==> src/rtl/alu_pkg.sv <==
// Shared ALU definitions: operation encodings, lookahead group width and the flag bundle.
package alu_pkg;

  localparam logic [1:0] OP_ADD = 2'b00;
  localparam logic [1:0] OP_ADC = 2'b01;
  localparam logic [1:0] OP_SUB = 2'b10;
  localparam logic [1:0] OP_SBB = 2'b11;

  localparam int unsigned GROUP_W = 4;

  typedef struct packed {
    logic cout;
    logic ovf;
    logic zero;
    logic neg;
  } flags_t;

endpackage

==> src/rtl/cla_group4.sv <==
// One 4-bit carry-lookahead group: sum, carry-out and group propagate/generate.
module cla_group4
  import alu_pkg::*;
(
  input  logic [GROUP_W-1:0] a,
  input  logic [GROUP_W-1:0] b,
  input  logic               cin,
  output logic [GROUP_W-1:0] sum,
  output logic               cout,
  output logic               p,
  output logic               g
);

  logic [3:0] pi;
  logic [3:0] gi;
  logic [3:0] c;

  assign pi = a ^ b;
  assign gi = a & b;

  // Every internal carry is a flat sum of products on cin; no ripple inside the group.
  assign c[0] = cin;
  assign c[1] = gi[0] | (pi[0] & cin);
  assign c[2] = gi[1] | (pi[1] & gi[0]) | (pi[1] & pi[0] & cin);
  assign c[3] = gi[2] | (pi[2] & gi[1]) | (pi[2] & pi[1] & gi[0])
              | (pi[2] & pi[1] & pi[0] & cin);

  assign p    = &pi;
  assign g    = gi[3] | (pi[3] & gi[2]) | (pi[3] & pi[2] & gi[1])
              | (pi[3] & pi[2] & pi[1] & gi[0]);
  assign cout = g | (p & cin);
  assign sum  = pi ^ c;

endmodule

==> src/rtl/pipelined_cla_addsub.sv <==
// Pipelined carry-lookahead adder/subtractor with valid/ready backpressure and ALU flags.
// Each stage resolves GROUPS_PER_STAGE 4-bit groups; the stage carry is registered between stages.
module pipelined_cla_addsub
  import alu_pkg::*;
#(
  parameter int unsigned WIDTH            = 16,
  parameter int unsigned GROUPS_PER_STAGE = 1
) (
  input  logic             clk,
  input  logic             rst,
  input  logic             in_valid,
  output logic             in_ready,
  input  logic [WIDTH-1:0] in_a,
  input  logic [WIDTH-1:0] in_b,
  input  logic [1:0]       in_op,
  input  logic             in_cin,
  output logic             out_valid,
  input  logic             out_ready,
  output logic [WIDTH-1:0] out_sum,
  output logic             out_cout,
  output logic             out_ovf,
  output logic             out_zero,
  output logic             out_neg
);

  localparam int unsigned NGROUPS = WIDTH / GROUP_W;
  localparam int unsigned LAT     = NGROUPS / GROUPS_PER_STAGE;
  localparam int unsigned STAGE_W = GROUP_W * GROUPS_PER_STAGE;
  localparam logic [WIDTH-1:0] ONES = '1;

  logic [WIDTH-1:0] b_prep;
  logic             c0;
  logic             stall;

  // Stage inputs (from ports or previous register) and next-register values
  logic [WIDTH-1:0] a_in [LAT];
  logic [WIDTH-1:0] b_in [LAT];
  logic [WIDTH-1:0] s_in [LAT];
  logic             c_in [LAT];
  logic             v_in [LAT];
  logic             am_in[LAT];
  logic             bm_in[LAT];
  logic [WIDTH-1:0] a_nxt[LAT];
  logic [WIDTH-1:0] b_nxt[LAT];
  logic [WIDTH-1:0] s_nxt[LAT];
  logic             c_nxt[LAT];

  // Stage registers
  logic             v_q [LAT];
  logic [WIDTH-1:0] a_q [LAT];
  logic [WIDTH-1:0] b_q [LAT];
  logic [WIDTH-1:0] s_q [LAT];
  logic             c_q [LAT];
  logic             am_q[LAT];
  logic             bm_q[LAT];

  logic [WIDTH-1:0]   gsum;
  logic [NGROUPS-1:0] gcin;
  logic [NGROUPS-1:0] gcout;
  logic [NGROUPS-1:0] gp;
  logic [NGROUPS-1:0] gg;

  flags_t flags;

  // Operand preparation: subtraction is A + ~B + c0
  always_comb begin
    b_prep = in_b;
    c0     = 1'b0;
    case (in_op)
      OP_ADD: begin
        b_prep = in_b;
        c0     = 1'b0;
      end
      OP_ADC: begin
        b_prep = in_b;
        c0     = in_cin;
      end
      OP_SUB: begin
        b_prep = ~in_b;
        c0     = 1'b1;
      end
      default: begin
        b_prep = ~in_b;
        c0     = in_cin;
      end
    endcase
  end

  assign stall    = v_q[LAT-1] && !out_ready;
  assign in_ready = !stall;

  for (genvar s = 0; s < LAT; s++) begin : g_stage
    localparam logic [WIDTH-1:0] SMASK = (ONES >> (WIDTH - STAGE_W)) << (s * STAGE_W);
    localparam logic [WIDTH-1:0] REM   = ONES << ((s + 1) * STAGE_W);

    if (s == 0) begin : g_first
      assign v_in[s]  = in_valid && in_ready;
      assign a_in[s]  = in_a;
      assign b_in[s]  = b_prep;
      assign s_in[s]  = '0;
      assign c_in[s]  = c0;
      assign am_in[s] = in_a[WIDTH-1];
      assign bm_in[s] = b_prep[WIDTH-1];
    end else begin : g_next
      assign v_in[s]  = v_q[s-1];
      assign a_in[s]  = a_q[s-1];
      assign b_in[s]  = b_q[s-1];
      assign s_in[s]  = s_q[s-1];
      assign c_in[s]  = c_q[s-1];
      assign am_in[s] = am_q[s-1];
      assign bm_in[s] = bm_q[s-1];
    end

    // Only the not-yet-added operand slices travel forward; finished slices drop to zero.
    assign a_nxt[s] = a_in[s] & REM;
    assign b_nxt[s] = b_in[s] & REM;
    assign s_nxt[s] = (s_in[s] & ~SMASK) | (gsum & SMASK);
    assign c_nxt[s] = gcout[(s + 1) * GROUPS_PER_STAGE - 1];
  end

  for (genvar g = 0; g < NGROUPS; g++) begin : g_grp
    localparam int unsigned ST = g / GROUPS_PER_STAGE;

    if (g % GROUPS_PER_STAGE == 0) begin : g_cin_stage
      assign gcin[g] = c_in[ST];
    end else begin : g_cin_chain
      assign gcin[g] = gcout[g-1];
    end

    cla_group4 u_grp (
      .a   (a_in[ST][g*GROUP_W +: GROUP_W]),
      .b   (b_in[ST][g*GROUP_W +: GROUP_W]),
      .cin (gcin[g]),
      .sum (gsum[g*GROUP_W +: GROUP_W]),
      .cout(gcout[g]),
      .p   (gp[g]),
      .g   (gg[g])
    );
  end

  // Group P/G are kept for a wider lookahead tree; here group carries ripple within a stage.
  logic unused_pg;
  assign unused_pg = ^{gp, gg};

  always_ff @(posedge clk) begin
    if (rst) begin
      for (int unsigned s = 0; s < LAT; s++) begin
        v_q[s]  <= 1'b0;
        a_q[s]  <= '0;
        b_q[s]  <= '0;
        s_q[s]  <= '0;
        c_q[s]  <= 1'b0;
        am_q[s] <= 1'b0;
        bm_q[s] <= 1'b0;
      end
    end else if (!stall) begin
      for (int unsigned s = 0; s < LAT; s++) begin
        v_q[s]  <= v_in[s];
        a_q[s]  <= a_nxt[s];
        b_q[s]  <= b_nxt[s];
        s_q[s]  <= s_nxt[s];
        c_q[s]  <= c_nxt[s];
        am_q[s] <= am_in[s];
        bm_q[s] <= bm_in[s];
      end
    end
  end

  // Flags derive from the final register, so they add no cycle of latency.
  assign flags.cout = c_q[LAT-1];
  assign flags.ovf  = (am_q[LAT-1] == bm_q[LAT-1]) && (s_q[LAT-1][WIDTH-1] != am_q[LAT-1]);
  assign flags.zero = (s_q[LAT-1] == '0);
  assign flags.neg  = s_q[LAT-1][WIDTH-1];

  assign out_valid = v_q[LAT-1];
  assign out_sum   = s_q[LAT-1];
  assign out_cout  = flags.cout;
  assign out_ovf   = flags.ovf;
  assign out_zero  = flags.zero;
  assign out_neg   = flags.neg;

endmodule

==> config.mk <==
export PLATFORM = sky130hd
export DESIGN_NAME = pipelined_cla_addsub
export DESIGN_NICKNAME = d
export VERILOG_FILES = /design/src/rtl/alu_pkg.sv /design/src/rtl/cla_group4.sv /design/src/rtl/pipelined_cla_addsub.sv
export SDC_FILE = /design/constraint.sdc
export NUM_CORES = 1
export LEC_CHECK = 0
export BUFFER_PORTS_ARGS = -buffer_cell sky130_fd_sc_hd__buf_2
export CAP_MARGIN = 25
export CORE_MARGIN = 3
export CORE_UTILIZATION = 52
export CTS_CLUSTER_SIZE = 24
export DETAILED_ROUTE_END_ITERATION = 8
export GPL_ROUTABILITY_DRIVEN = 0
export PLACE_DENSITY = 0.73
export SYNTH_ARGS = -nofsm -noshare
export SYNTH_HDL_FRONTEND = slang
export SYNTH_SLANG_ARGS = --single-unit
==> constraint.sdc <==
create_clock -name clk -period 3.4 [get_ports clk]
set_clock_uncertainty 0.1 [all_clocks]
set_input_delay 0.17 -clock clk [delete_from_list [all_inputs] [get_ports clk]]
set_output_delay 0.17 -clock clk [all_outputs]
set_load 0.01 [all_outputs]
After elaboration in Yosys (flattened, before gate mapping)
Memories as Yosys holds them, arrays and structs flattened.
Cells that the tools add are included.
Storage, ports and cells
  flip-flop bits (word level): 0
  memory bits (writable): 176
  input bits: 39
  output and inout port bits: 22
  logic and storage cells: 202
  memories kept: 7
Cells by class
  eq/ne operators: 4
  muxes and demuxes: 35
  bitwise operators: 144
  reduce and logical (&&, ||, !) cells: 12
Memories
  s_q: depth 4, width 16, rd ports 4, clocked after Yosys merged registers in 0, wr ports 4, RTL line pipelined_cla_addsub.sv:52  | logic [WIDTH-1:0] s_q [LAT];
  a_q: depth 4, width 12, rd ports 3, clocked after Yosys merged registers in 0, wr ports 4, RTL line pipelined_cla_addsub.sv:50  | logic [WIDTH-1:0] a_q [LAT];
  b_q: depth 4, width 12, rd ports 3, clocked after Yosys merged registers in 0, wr ports 4, RTL line pipelined_cla_addsub.sv:51  | logic [WIDTH-1:0] b_q [LAT];
  am_q: depth 4, width 1, rd ports 4, clocked after Yosys merged registers in 0, wr ports 4, RTL line pipelined_cla_addsub.sv:54  | logic am_q[LAT];
  bm_q: depth 4, width 1, rd ports 4, clocked after Yosys merged registers in 0, wr ports 4, RTL line pipelined_cla_addsub.sv:55  | logic bm_q[LAT];
  c_q: depth 4, width 1, rd ports 4, clocked after Yosys merged registers in 0, wr ports 4, RTL line pipelined_cla_addsub.sv:53  | logic c_q [LAT];
  +1 memories
Operators by type and width (number)
  $mux 12: 8
  $mux 16: 5
  $or 1x1->1: 68
  $and 1x1->1: 60
  $xor 4x4->4: 8
  $mux 1: 21
  $and 4x4->4: 4
  $logic_not 16->1: 1
  $not 16->16: 1
  $or 12x16->16: 1
  $or 16x12->16: 1
  $or 16x8->16: 1
  $reduce_and 4->1: 4
  $logic_and 1x1->1: 3
  $eq 2x1->1 const B: 1
  $eq 2x2->1 const B: 1
  $logic_not 1->1: 2
  $logic_not 2->1: 1
  $pmux 1 s2: 1
  $reduce_or 2->1: 1
  $eq 1x1->1: 1
  $ne 1x1->1: 1

Depth between registers and ports, before layout
Gate-level depths: netlist of the first run.
  depth after elaboration: 10
  depth in mapped cells: 8
  mapped depth without buffers: 6

Modules after synthesis
A second synthesis of the first run with hierarchy kept.
Second synthesis, totals
  cell total of the unflattened synthesis: 337
  area, all modules: 5375.2 µm²
Modules (own cells, without submodules)
  pipelined_cla_addsub: instances 1, cells an instance 249, area each 4611.9 µm², sequential area each 2942.8 µm²
  cla_group4 at g_grp[0].u_grp ...: instances 3, cells an instance 22, area each 193.9 µm², sequential area each 0.0 µm²
  cla_group4 at g_grp[2].u_grp: instances 1, cells an instance 22, area each 181.4 µm², sequential area each 0.0 µm²

Worst setup path after synthesis of the first run
No wires, ideal clock.
  kind: register -> register
  from: mem v_q[3]
  to: mem a_q[0][0] (netlist name), enable pin
  setup time: 0.415 ns
  arrival: 1.827 ns
  data required time: 2.885 ns
  slack: 1.059 ns
  cell stages (with the launch flop): 3
  buffers on the path: 0
  clock period less this slack: 2.341 ns
  cell sequence: edfxtp_1 > nand2b_4 > or2_2
RTL lines
  start: declaration: RTL line pipelined_cla_addsub.sv:49  | logic v_q [LAT];
  end: declaration: RTL line pipelined_cla_addsub.sv:50

==> impl_metrics.env, run 1 <==
export IMPL_critPathMaxStageDelay_ps=570
export IMPL_wl_um=6190
export IMPL_tightest_slew_ps=684
export IMPL_syn_avg_cell_area_um2=14.3
export IMPL_clk_latency_ps=350
export IMPL_period_minus_slack_ps=1920
export IMPL_async_reset_ff_share_pct=0
export IMPL_synth_cell_type_count=29
export IMPL_hold_class="in2reg"
export IMPL_rows=32
export IMPL_min_period_over_period_pct=56.5
export IMPL_core_area_mm2=0.00797
export IMPL_tritoncts="done"
export IMPL_tns_ps=0
export IMPL_synth_top_area_share_pct=67.1
export IMPL_synth_edf_count=98
export IMPL_place_inst=457
export IMPL_slowest_stage="or2_4"
export IMPL_critPathArrivalTime_ps=1860
export IMPL_rsz0062_at_grt="false"
export IMPL_worstReg2RegStart="v_q[3]$_DFFE_PP_"
export IMPL_leakage_nw=2.18
export IMPL_instances_no_fill=485
export IMPL_seq_area_frac_synth_pct=67.1
export IMPL_grt_overflow=0
export IMPL_r2r_slack_ps=1480
export IMPL_grt_pass1_wl_um=10800
export IMPL_setup_viol=0
export IMPL_cp_required_ps=3340
export IMPL_cts_setup_buffers=0
export IMPL_wl_per_cell_um=12.8
export IMPL_vias_per_cell=4.80
export IMPL_grt_max_degree=69
export IMPL_globalRouteTotalUtil_pct=14.1
export IMPL_critical_path_class="reg2reg"
export IMPL_p_per_area_mw_per_mm2=464
export IMPL_ys_warn_count=0
export IMPL_startpoint_type="register"
export IMPL_area_growth_pct=15.2
export IMPL_cts_buffers=9
export IMPL_portBuffers=60
export IMPL_dieWidth_um=97.8
export IMPL_crit_chain="nand2b_4, or2_4, buf_12"
export IMPL_status="finished, final reports clean"
export IMPL_first_global_vias=2360
export IMPL_synth_area_leaders="edfxtp_1, and2_1, ha_1"
export IMPL_ctsResizeCount=0
export IMPL_peakVddDrop_uv=219
export IMPL_diodes=0
export IMPL_crit_family="simple AND/OR/NAND/NOR gates"
export IMPL_hold_viol=0
export IMPL_slew_violations=0
export IMPL_hold_ws_ps=18.3
export IMPL_cp_endpoint="s_q[3][0]$_SDFFCE_PN0P_"
export IMPL_antenna_left=0
export IMPL_critPathLaunch="v_q[3]$_DFFE_PP_"
export IMPL_drt_iter0_markers=72
export IMPL_cts_root_buf="clkbuf_8"
export IMPL_ys_flop_type="edfxtp_1"
export IMPL_drive_gt1_share_pct=21.4
export IMPL_netlist_area_mm2=0.00439
export IMPL_endpoint_kind="register"
export IMPL_path_max_fanout=51
export IMPL_fp_dieArea_mm2=0.00957
export IMPL_fmax_mhz=521
export IMPL_synth_seq_cells=98
export IMPL_path_buf_inv=1
export IMPL_numClockSinks=98
export IMPL_ff2ff_path_depth=3
export IMPL_die_h_um=97.8
export IMPL_r2r_end="s_q[3][0]$_SDFFCE_PN0P_"
export IMPL_yosys_area_top_type="edfxtp_1"
export IMPL_ioPinCount=61
export IMPL_relSlewSlack_pct=54.4
export IMPL_clk_pin_slew_worst_paths_ps=90
export IMPL_netlist_instances=306
export IMPL_vias=2326
export IMPL_fill_cells=616
export IMPL_maxCapViolCount=0
export IMPL_initial_core_util_pct=55.1
export IMPL_syn_nets=365
export IMPL_power_mw=2.35
export IMPL_clock_tree_buffer_depth=2
export IMPL_first_pass_iters=4
export IMPL_hpwl_um=4010
export IMPL_drcViolationCount=0
export IMPL_antenna_found_initial=0
export IMPL_worst_path_stages=3
export IMPL_htree_levels=3
export IMPL_nNetsFinal=437
## per-stage QoR
| step | cell area, µm² | setup slack [ps] | util (%) |
|---|---|---|---|
| 6_report | 5050 | 1480 | 63.4 |
| 5_1_grt | 5050 | 1370 | 63.4 |
| 2_1_floorplan | 4390 | 1060 | - |
| 3_3_place_gp | 4750 | 1320 | 59.6 |
| 4_1_cts | 5050 | 1460 | 63.4 |
| 3_5_place_dp | 4760 | 1240 | 59.8 |
## worst reg2reg max path, stage by stage (launching register included)
cell and delay (ps):
edfxtp_1 460, nand2b_4 120, or2_4 570, buf_12 350
## final cells by class
type	count	area [µm²]	area share, %
Sequential cell	98	2940	58.2
Multi-Input combinational cell	184	1320	26.1
Timing Repair Buffer	74	455	9.01
Tap cell	102	128	2.52
Clock buffer	9	124	2.45
Clock inverter	7	46.3	0.916
Inverter	11	41.3	0.817
## synthesized netlist by cell type (3+ instances only)
| master | n |
|---|---|
| fa_1 | 4 |
| and2_1 | 67 |
| o21bai_1 | 3 |
| xor2_1 | 7 |
| nor3_1 | 6 |
| a211oi_1 | 6 |
| xnor2_1 | 16 |
| o21ai_0 | 5 |
| a21oi_1 | 4 |
| ha_1 | 16 |
| a21o_1 | 3 |
| nor4_1 | 4 |
| clkbuf_1 | 6 |
| buf_6 | 4 |
| edfxtp_1 | 98 |
| inv_1 | 11 |
| nor2_1 | 30 |
| nand2_1 | 3 |
## kinds of logic (layout without fill, tap and decap cells)
logic type	after synthesis	after routing	synth area share, %
XOR/XNOR	23	23	4.59
buffers and inverters	24	101	2.94
adder cells (fa/ha/maj)	20	20	6.39
flip-flops	98	98	67.1
multiplexers	1	1	0.513
AND/OR/NAND/NOR	116	116	14.8
AO/OA/AOI/OAI	24	24	3.71
## report_power, final
part           internal (mW)  total, mW  switching, mW
logic                  0.124      0.246          0.122
registers               1.42       1.45         0.0257
clock network          0.263      0.653          0.390
total                   1.81       2.35          0.538
## flip-flops by register name, summed over array words and instances (netlist names)
name and count:
s_q 40, a_q 23, b_q 23, c_q 4
v_q 4, am_q 2, bm_q 2
## per-layer routing
| metal | GRT usage, % | share of wire, % |
|---|---|---|
| met1 | 18.1 | 46 |
| met2 | 22.9 | 48 |
| met3 | 3.14 | 4.3 |
| met4 | 6.39 | 1.9 |
| met5 | 0 | 0 |
## worst min-delay path by stage
stage,start,endpoint,slack (ps),depth (start not counted)
after global routing,in_a[15],a_q[0][11]$_SDFFCE_PN0P_,3,2
final,in_a[15],a_q[0][11]$_SDFFCE_PN0P_,20,2
after global placement,in_a[9],a_q[0][5]$_SDFFCE_PN0P_,350,2
after detailed placement,in_a[6],a_q[0][2]$_SDFFCE_PN0P_,350,2
after floorplan,in_a[4],a_q[0][0]$_SDFFCE_PN0P_,270,1
after CTS,in_a[15],a_q[0][11]$_SDFFCE_PN0P_,5,2
## what timing repair did
action                                  CTS  global route
endpoints found under the setup margin    0             0
hold buffers                             12             0
hold endpoints to repair                 12             0
## cells in the final DEF (no fill, tap or decap), drive strengths merged
cell type and count:
clkinvlp 2, or2 1, fa 4, ha 16
a21oi 4, xor2 7, o22ai 1, a211oi 6
o21bai 3, nor2 30, edfxtp 98, and4 1
nand2 3, nor3 6, a21o 3, and2 67
mux2i 1, xnor2 16, and2b 1, inv 11
o21a 2, clkinv 5, clkbuf 9, buf 62
o21ai 5, nor4 4, nand2b 2, nand3 1
dlygate4sd3 12
Power figures use the tool's default switching activity.
==> run 2, diff against run 1 <==
Settings changed: CORE_UTILIZATION 52 to 51, PLACE_DENSITY 0.73 to 0.75.
Clock period 3.4 ns to 1.6 ns, I/O delays scaled along.
==> run 2 against run 1 <==
The flow now finishes with violations (setup timing). Largest power group unchanged. Clock power rose to 2.8 times the previous value. Setup slack worse by 1500 ps. Die area up 1.8%. Critical path depth up 2. Combinational power rose to 2.6 times the previous value. Routed wire length down 0.31%.
==> impl_metrics.env, run 2 (synthesized netlist as in run 1, its figures left out) <==
export IMPL_grt_pass1_wl_um=10900
export IMPL_hold_viol=0
export IMPL_wl_met2_um=3110
export IMPL_p_per_area_mw_per_mm2=1010
export IMPL_top_register="s_q"
export IMPL_antenna_found_initial=0
export IMPL_hpwl_um=3870
export IMPL_tritoncts="done"
export IMPL_drt_iter0_markers=87
export IMPL_largest_register_ffs=40
export IMPL_diodes=0
export IMPL_area_growth_pct=25.7
export IMPL_die_h_um=98.7
export IMPL_core_area_mm2=0.00830
export IMPL_peakVddDrop_uv=533
export IMPL_hold_start="in_a[3]"
export IMPL_mostFrequentLayoutCells="edfxtp_1, and2_1, buf_2, nor2_1, dlygate4sd3_1"
export IMPL_critPathMaxStageDelay_ps=440
export IMPL_portBuffers=60
export IMPL_leakage_nw=2.37
export IMPL_slowest_stage="edfxtp_1"
export IMPL_maxCapViolCount=0
export IMPL_pre_cts_ws_ps=-122
export IMPL_r2r_end="s_q[2][11]$_SDFFCE_PN0P_"
export IMPL_first_global_vias=2551
export IMPL_biggestRegsByFlops="s_q (40), a_q (23), b_q (23)"
export IMPL_min_to="c_q[0]$_SDFFCE_PN0P_"
export IMPL_rsz0062_at_grt="true"
export IMPL_path_buf_inv=0
export IMPL_ioPinCount=61
export IMPL_nNetsFinal=465
export IMPL_timing_final_ws_setup_ps=-48.0
export IMPL_relSlewSlack_pct=82.9
export IMPL_status="complete, but fails checks"
export IMPL_rows=33
export IMPL_fp_dieArea_mm2=0.00975
export IMPL_r2r_slack_ps=-50
export IMPL_cts_root_buf="clkbuf_8"
export IMPL_drt_met1_wl_um=2620
export IMPL_clk_pin_slew_worst_paths_ps=90
export IMPL_hold_class="in2reg"
export IMPL_critPathArrivalTime_ps=1660
export IMPL_globalRouteTotalUtil_pct=14.1
export IMPL_ff2ff_path_depth=5
export IMPL_vias_per_cell=4.73
export IMPL_initial_core_util_pct=52.9
export IMPL_antenna_left=0
export IMPL_htree_levels=3
export IMPL_critical_path_class="reg2reg"
export IMPL_worstReg2RegStart="b_q[0][16]$_SDFFCE_PN0P_"
export IMPL_tightest_slew_ps=254
export IMPL_crit_chain="ha_4, a211oi_4, o21bai_2, xnor2_1, nor2_1"
export IMPL_power_mw=5.56
export IMPL_endpoint_kind="register"
export IMPL_clk_latency_ps=350
export IMPL_startpoint_type="register"
export IMPL_period_minus_slack_ps=1650
export IMPL_wl_um=6170
export IMPL_clock_tree_buffer_depth=2
export IMPL_violations="setup timing"
export IMPL_grt_max_degree=69
export IMPL_wl_met3_um=279
export IMPL_dieWidth_um=98.7
export IMPL_setup_viol=4
export IMPL_fill_cells=594
export IMPL_first_pass_iters=4
export IMPL_crit_family="flip-flops"
export IMPL_layout_commonest_cell="edfxtp_1"
export IMPL_drive_gt1_share_pct=27.3
export IMPL_slew_violations=0
export IMPL_wl_per_cell_um=12.0
export IMPL_grt_overflow=0
export IMPL_path_max_fanout=2
export IMPL_min_path_cells=3
export IMPL_min_period_over_period_pct=103
export IMPL_numClockSinks=98
export IMPL_drcViolationCount=0
export IMPL_topRoutingLayerUsed="met4"
export IMPL_cp_required_ps=1610
export IMPL_fmax_mhz=607
export IMPL_cts_buffers=9
export IMPL_vias=2443
==> run 2: final cells by class <==
cell class	instances	area, µm²	area share, %
timing repair buffer	102	728	13.2
clock buffer	9	124	2.25
sequential	98	2940	53.4
tap	105	131	2.38
multi-input combinational	184	1430	25.9
inverter	11	41.3	0.749
clock inverter	7	116	2.11
==> run 2: through the flow <==
| step | utilization (%) | std cells | cell area, µm² | TNS (ps) | hold slack [ps] |
|---|---|---|---|---|---|
| global route | 66.4 | 516 | 5510 | -654 | 76.2 |
| CTS | 65.7 | 516 | 5450 | -153 | 54.8 |
| detailed placement | 59.0 | 471 | 4900 | -612 | 262 |
| global placement | 59.0 | 471 | 4900 | -135 | 257 |
| floorplan | - | 306 | 4420 | -25060 | 178 |
| finish | 66.4 | 516 | 5510 | -107 | 61.5 |
==> run 2: timing repair <==
item                                   CTS  global route
endpoints found under the hold margin   25             0
setup buffers                            4             0
setup endpoints to repair                9            10
pin swaps                               13             8
hold buffers                            25             0
resized for setup                        5            11
==> run 2: per-layer routing <==
metal	track usage (%)	vias up
li1	-	1263
met1	15.8	1102
met3	3.18	12
met4	7.35	0
met5	0	-
met2	25.1	66
==> run 2: how the worst max path moves through the flow <==
| stage | slack [ps] | end | cells after the start | start |
|---|---|---|---|---|
| after floorplan | -250 | a_q[0][0]$_SDFFCE_PN0P_ | 2 | v_q[3]$_DFFE_PP_ |
| after global placement | -50 | c_q[0]$_SDFFCE_PN0P_ | 7 | in_op[1] |
| after detailed placement | -120 | c_q[3]$_DFFE_PP_ | 5 | a_q[0][32]$_SDFFCE_PN0P_ |
| after CTS | -60 | c_q[1]$_SDFFCE_PN0P_ | 5 | b_q[0][0]$_SDFFCE_PN0P_ |
| after global routing | -110 | c_q[2]$_SDFFCE_PN0P_ | 5 | b_q[0][16]$_SDFFCE_PN0P_ |
| final | -50 | s_q[2][11]$_SDFFCE_PN0P_ | 5 | b_q[0][16]$_SDFFCE_PN0P_ |
==> run 2: where the power goes <==
group          total, mW  switching [mW]  internal (mW)
Clock               1.85           0.812           1.04
Combinational      0.628           0.280          0.348
Sequential          3.08          0.0610           3.02
==> run 2: worst min-delay path: cells and delay by family <==
family                   cells  cell delay [ps]
AO/OA/AOI/OAI                1              110
adder cells (fa/ha/maj)      1              130
buffers and inverters        1               90
==> run 3, diff against run 2 <==
Settings changed: CORE_UTILIZATION 51 to 52, SYNTH_HIERARCHICAL from default to 1.
==> run 3 against run 2 <==
The flow still finishes with violations (setup timing). Sequential share of layout area down 7.1 points. Setup slack worse by 23 ps. Die area up 17%. Clock-buffer cell count up 1. Critical path depth unchanged. Total power down 0.34%. Non-clock buffer count up 2. Maximum frequency down 1.4%. Via count up 14%. Clock power down 15%. Final cell count up 7.2%. Critical path type unchanged.
==> impl_metrics.env, run 3 <==
export IMPL_antenna_found_initial=0
export IMPL_hold_class="in2reg"
export IMPL_first_global_vias=2762
export IMPL_worstReg2RegStart="a_q[0][2]$_SDFFCE_PP0P_"
export IMPL_slowest_stage="edfxtp_1"
export IMPL_crit_chain="ha_4, a41oi_2, o21ai_2, xor2_1, nor3b_2"
export IMPL_globalRouteTotalUtil_pct=14.7
export IMPL_rows=36
export IMPL_hpwl_um=5100
export IMPL_hold_viol=0
export IMPL_die_h_um=107
export IMPL_layout_commonest_cell="edfxtp_1"
export IMPL_seqPwrFrac_pct=56.0
export IMPL_fp_dieArea_mm2=0.0114
export IMPL_status="complete, but fails checks"
export IMPL_cts_buffers=9
export IMPL_p_sw_mw=1.30
export IMPL_power_switching_share_pct=23.5
export IMPL_grt_overflow=0
export IMPL_cp_required_ps=1590
export IMPL_numClockSinks=98
export IMPL_cts_root_buf="clkbuf_8"
export IMPL_portBuffers=60
export IMPL_clk_latency_ps=360
export IMPL_placed_area_mm2=0.00578
export IMPL_wl_um=8460
export IMPL_clock_tree_buffer_depth=2
export IMPL_p_per_area_mw_per_mm2=872
export IMPL_antenna_left=0
export IMPL_slew_violations=0
export IMPL_dieWidth_um=107
export IMPL_largest_register_ffs=40
export IMPL_relSlewSlack_pct=67.5
export IMPL_power_mw=5.54
export IMPL_path_buf_inv=0
export IMPL_syn_avg_cell_area_um2=16.2
export IMPL_drt_iter0_markers=123
export IMPL_crit_family="flip-flops"
export IMPL_clkPwrFrac_pct=28.5
export IMPL_peakVddDrop_uv=603
export IMPL_critPathMaxStageDelay_ps=430
export IMPL_drive_gt1_share_pct=54.5
export IMPL_tightest_slew_ps=487
export IMPL_mostFrequentLayoutCells="edfxtp_1, nor3b_2, buf_2, dlygate4sd3_1, xnor2_1"
export IMPL_path_max_fanout=2
export IMPL_leakage_nw=2.61
export IMPL_vias=2794
export IMPL_ioPinCount=61
export IMPL_setup_viol=9
export IMPL_min_period_over_period_pct=104
export IMPL_violations="setup timing"
export IMPL_instances_no_fill=553
export IMPL_pre_cts_ws_ps=-104
export IMPL_critical_path_class="reg2reg"
export IMPL_critPathLaunch="a_q[0][2]$_SDFFCE_PP0P_"
export IMPL_rsz0062_at_grt="true"
export IMPL_period_minus_slack_ps=1670
export IMPL_area_growth_pct=20.4
export IMPL_drcViolationCount=0
export IMPL_clk_pin_slew_worst_paths_ps=90
export IMPL_netlist_instances=325
export IMPL_fmax_mhz=598
export IMPL_vias_per_cell=5.05
export IMPL_wl_per_cell_um=15.3
export IMPL_syn_nets=384
export IMPL_htree_levels=3
export IMPL_ys_warn_count=6
export IMPL_netlist_area_mm2=0.00528
export IMPL_timing_final_ws_setup_ps=-71.2
export IMPL_nNetsFinal=474
export IMPL_intPower_mw=4.24
export IMPL_critPathArrivalTime_ps=1670
export IMPL_hold_start="in_b[9]"
export IMPL_core_area_mm2=0.00982
export IMPL_biggestRegsByFlops="s_q (40), b_q (24), a_q (23)"
export IMPL_place_inst=510
export IMPL_r2r_slack_ps=-70
export IMPL_startpoint_type="register"
export IMPL_endpoint_kind="register"
export IMPL_first_pass_iters=6
export IMPL_tritoncts="done"
export IMPL_grt_pass1_wl_um=13200
export IMPL_maxCapViolCount=0
export IMPL_grt_max_degree=72
export IMPL_top_register="s_q"
export IMPL_fin_area_mm2=0.00635
export IMPL_initial_core_util_pct=53.8
export IMPL_p_comb_share_pct=15.5
export IMPL_diodes=0
run 3: changes by cell type in the layout (fill, tap and decap cells not counted), sizes merged, moves of 4 or more:
| cell | delta |
|---|---|
| dlygate4sd3 | -5 |
| xnor2 | +4 |
| nor3b | +86 |
| nor2 | -30 |
| a21oi | +4 |
| nor3 | +6 |
| and2 | -67 |
| inv | +9 |
| a21o | +5 |
| a211oi | -6 |
| buf | +5 |
run 3: final timing paths:
kind	cells past startpoint	endpoint
worst min-delay path	3	b_q[0][5]$_SDFFCE_PP0P_
worst min register to register	1	s_q[1][0]$_SDFFCE_PP0P_
worst max register to register	5	s_q[1][7]$_SDFFCE_PP0P_
worst max-delay path	5	s_q[1][7]$_SDFFCE_PP0P_
run 3: layer usage:
layer	track usage, %	vias up	share of wire, %
met5	0	-	0
met2	23.3	56	50
met4	5.11	0	1.4
met1	20.2	1355	46
met3	3.13	10	3.5
li1	-	1373	-
run 3: power groups by stage:
stage	sequential [mW]	combinational [mW]	clock (mW)
finish	3.10	0.858	1.58
global route	3.12	0.938	1.73
CTS	3.10	0.843	1.62
detailed placement	3.15	0.785	0
global placement	3.15	0.765	0
floorplan	3.14	0.585	0
run 3: tightest hold or removal path, stage by stage:
cell	delay [ps]
buf_2	80
xnor2_1	70
nor3_2	110
run 3: what timing repair did:
item,CTS,global route
cloned,0,2
resized for setup,8,8
endpoints found under the setup margin,11,84
buffers inserted,3,2
endpoints found under the hold margin,20,0
pin swaps,16,11
hold buffers,20,0
run 3: layout make-up:
type	instances	area (µm²)
clock buffers	10	128
fillers	734	3460
well taps	133	166
clock inverters	6	66.3
flip-flops and latches	98	2940
repair buffers	104	803
inverters	20	75.1
multi-input cells	182	2170
run 3: metrics by stage:
| step | utilization, % | setup TNS (ps) | hold slack, ps |
|---|---|---|---|
| detailed placement | 58.9 | -753 | 308 |
| floorplan | - | -43700 | 219 |
| finish | 64.7 | -314 | 14.5 |
| global placement | 58.9 | -366 | 300 |
| CTS | 63.5 | -374 | 0.0573 |
| global route | 64.7 | -892 | 2.70 |
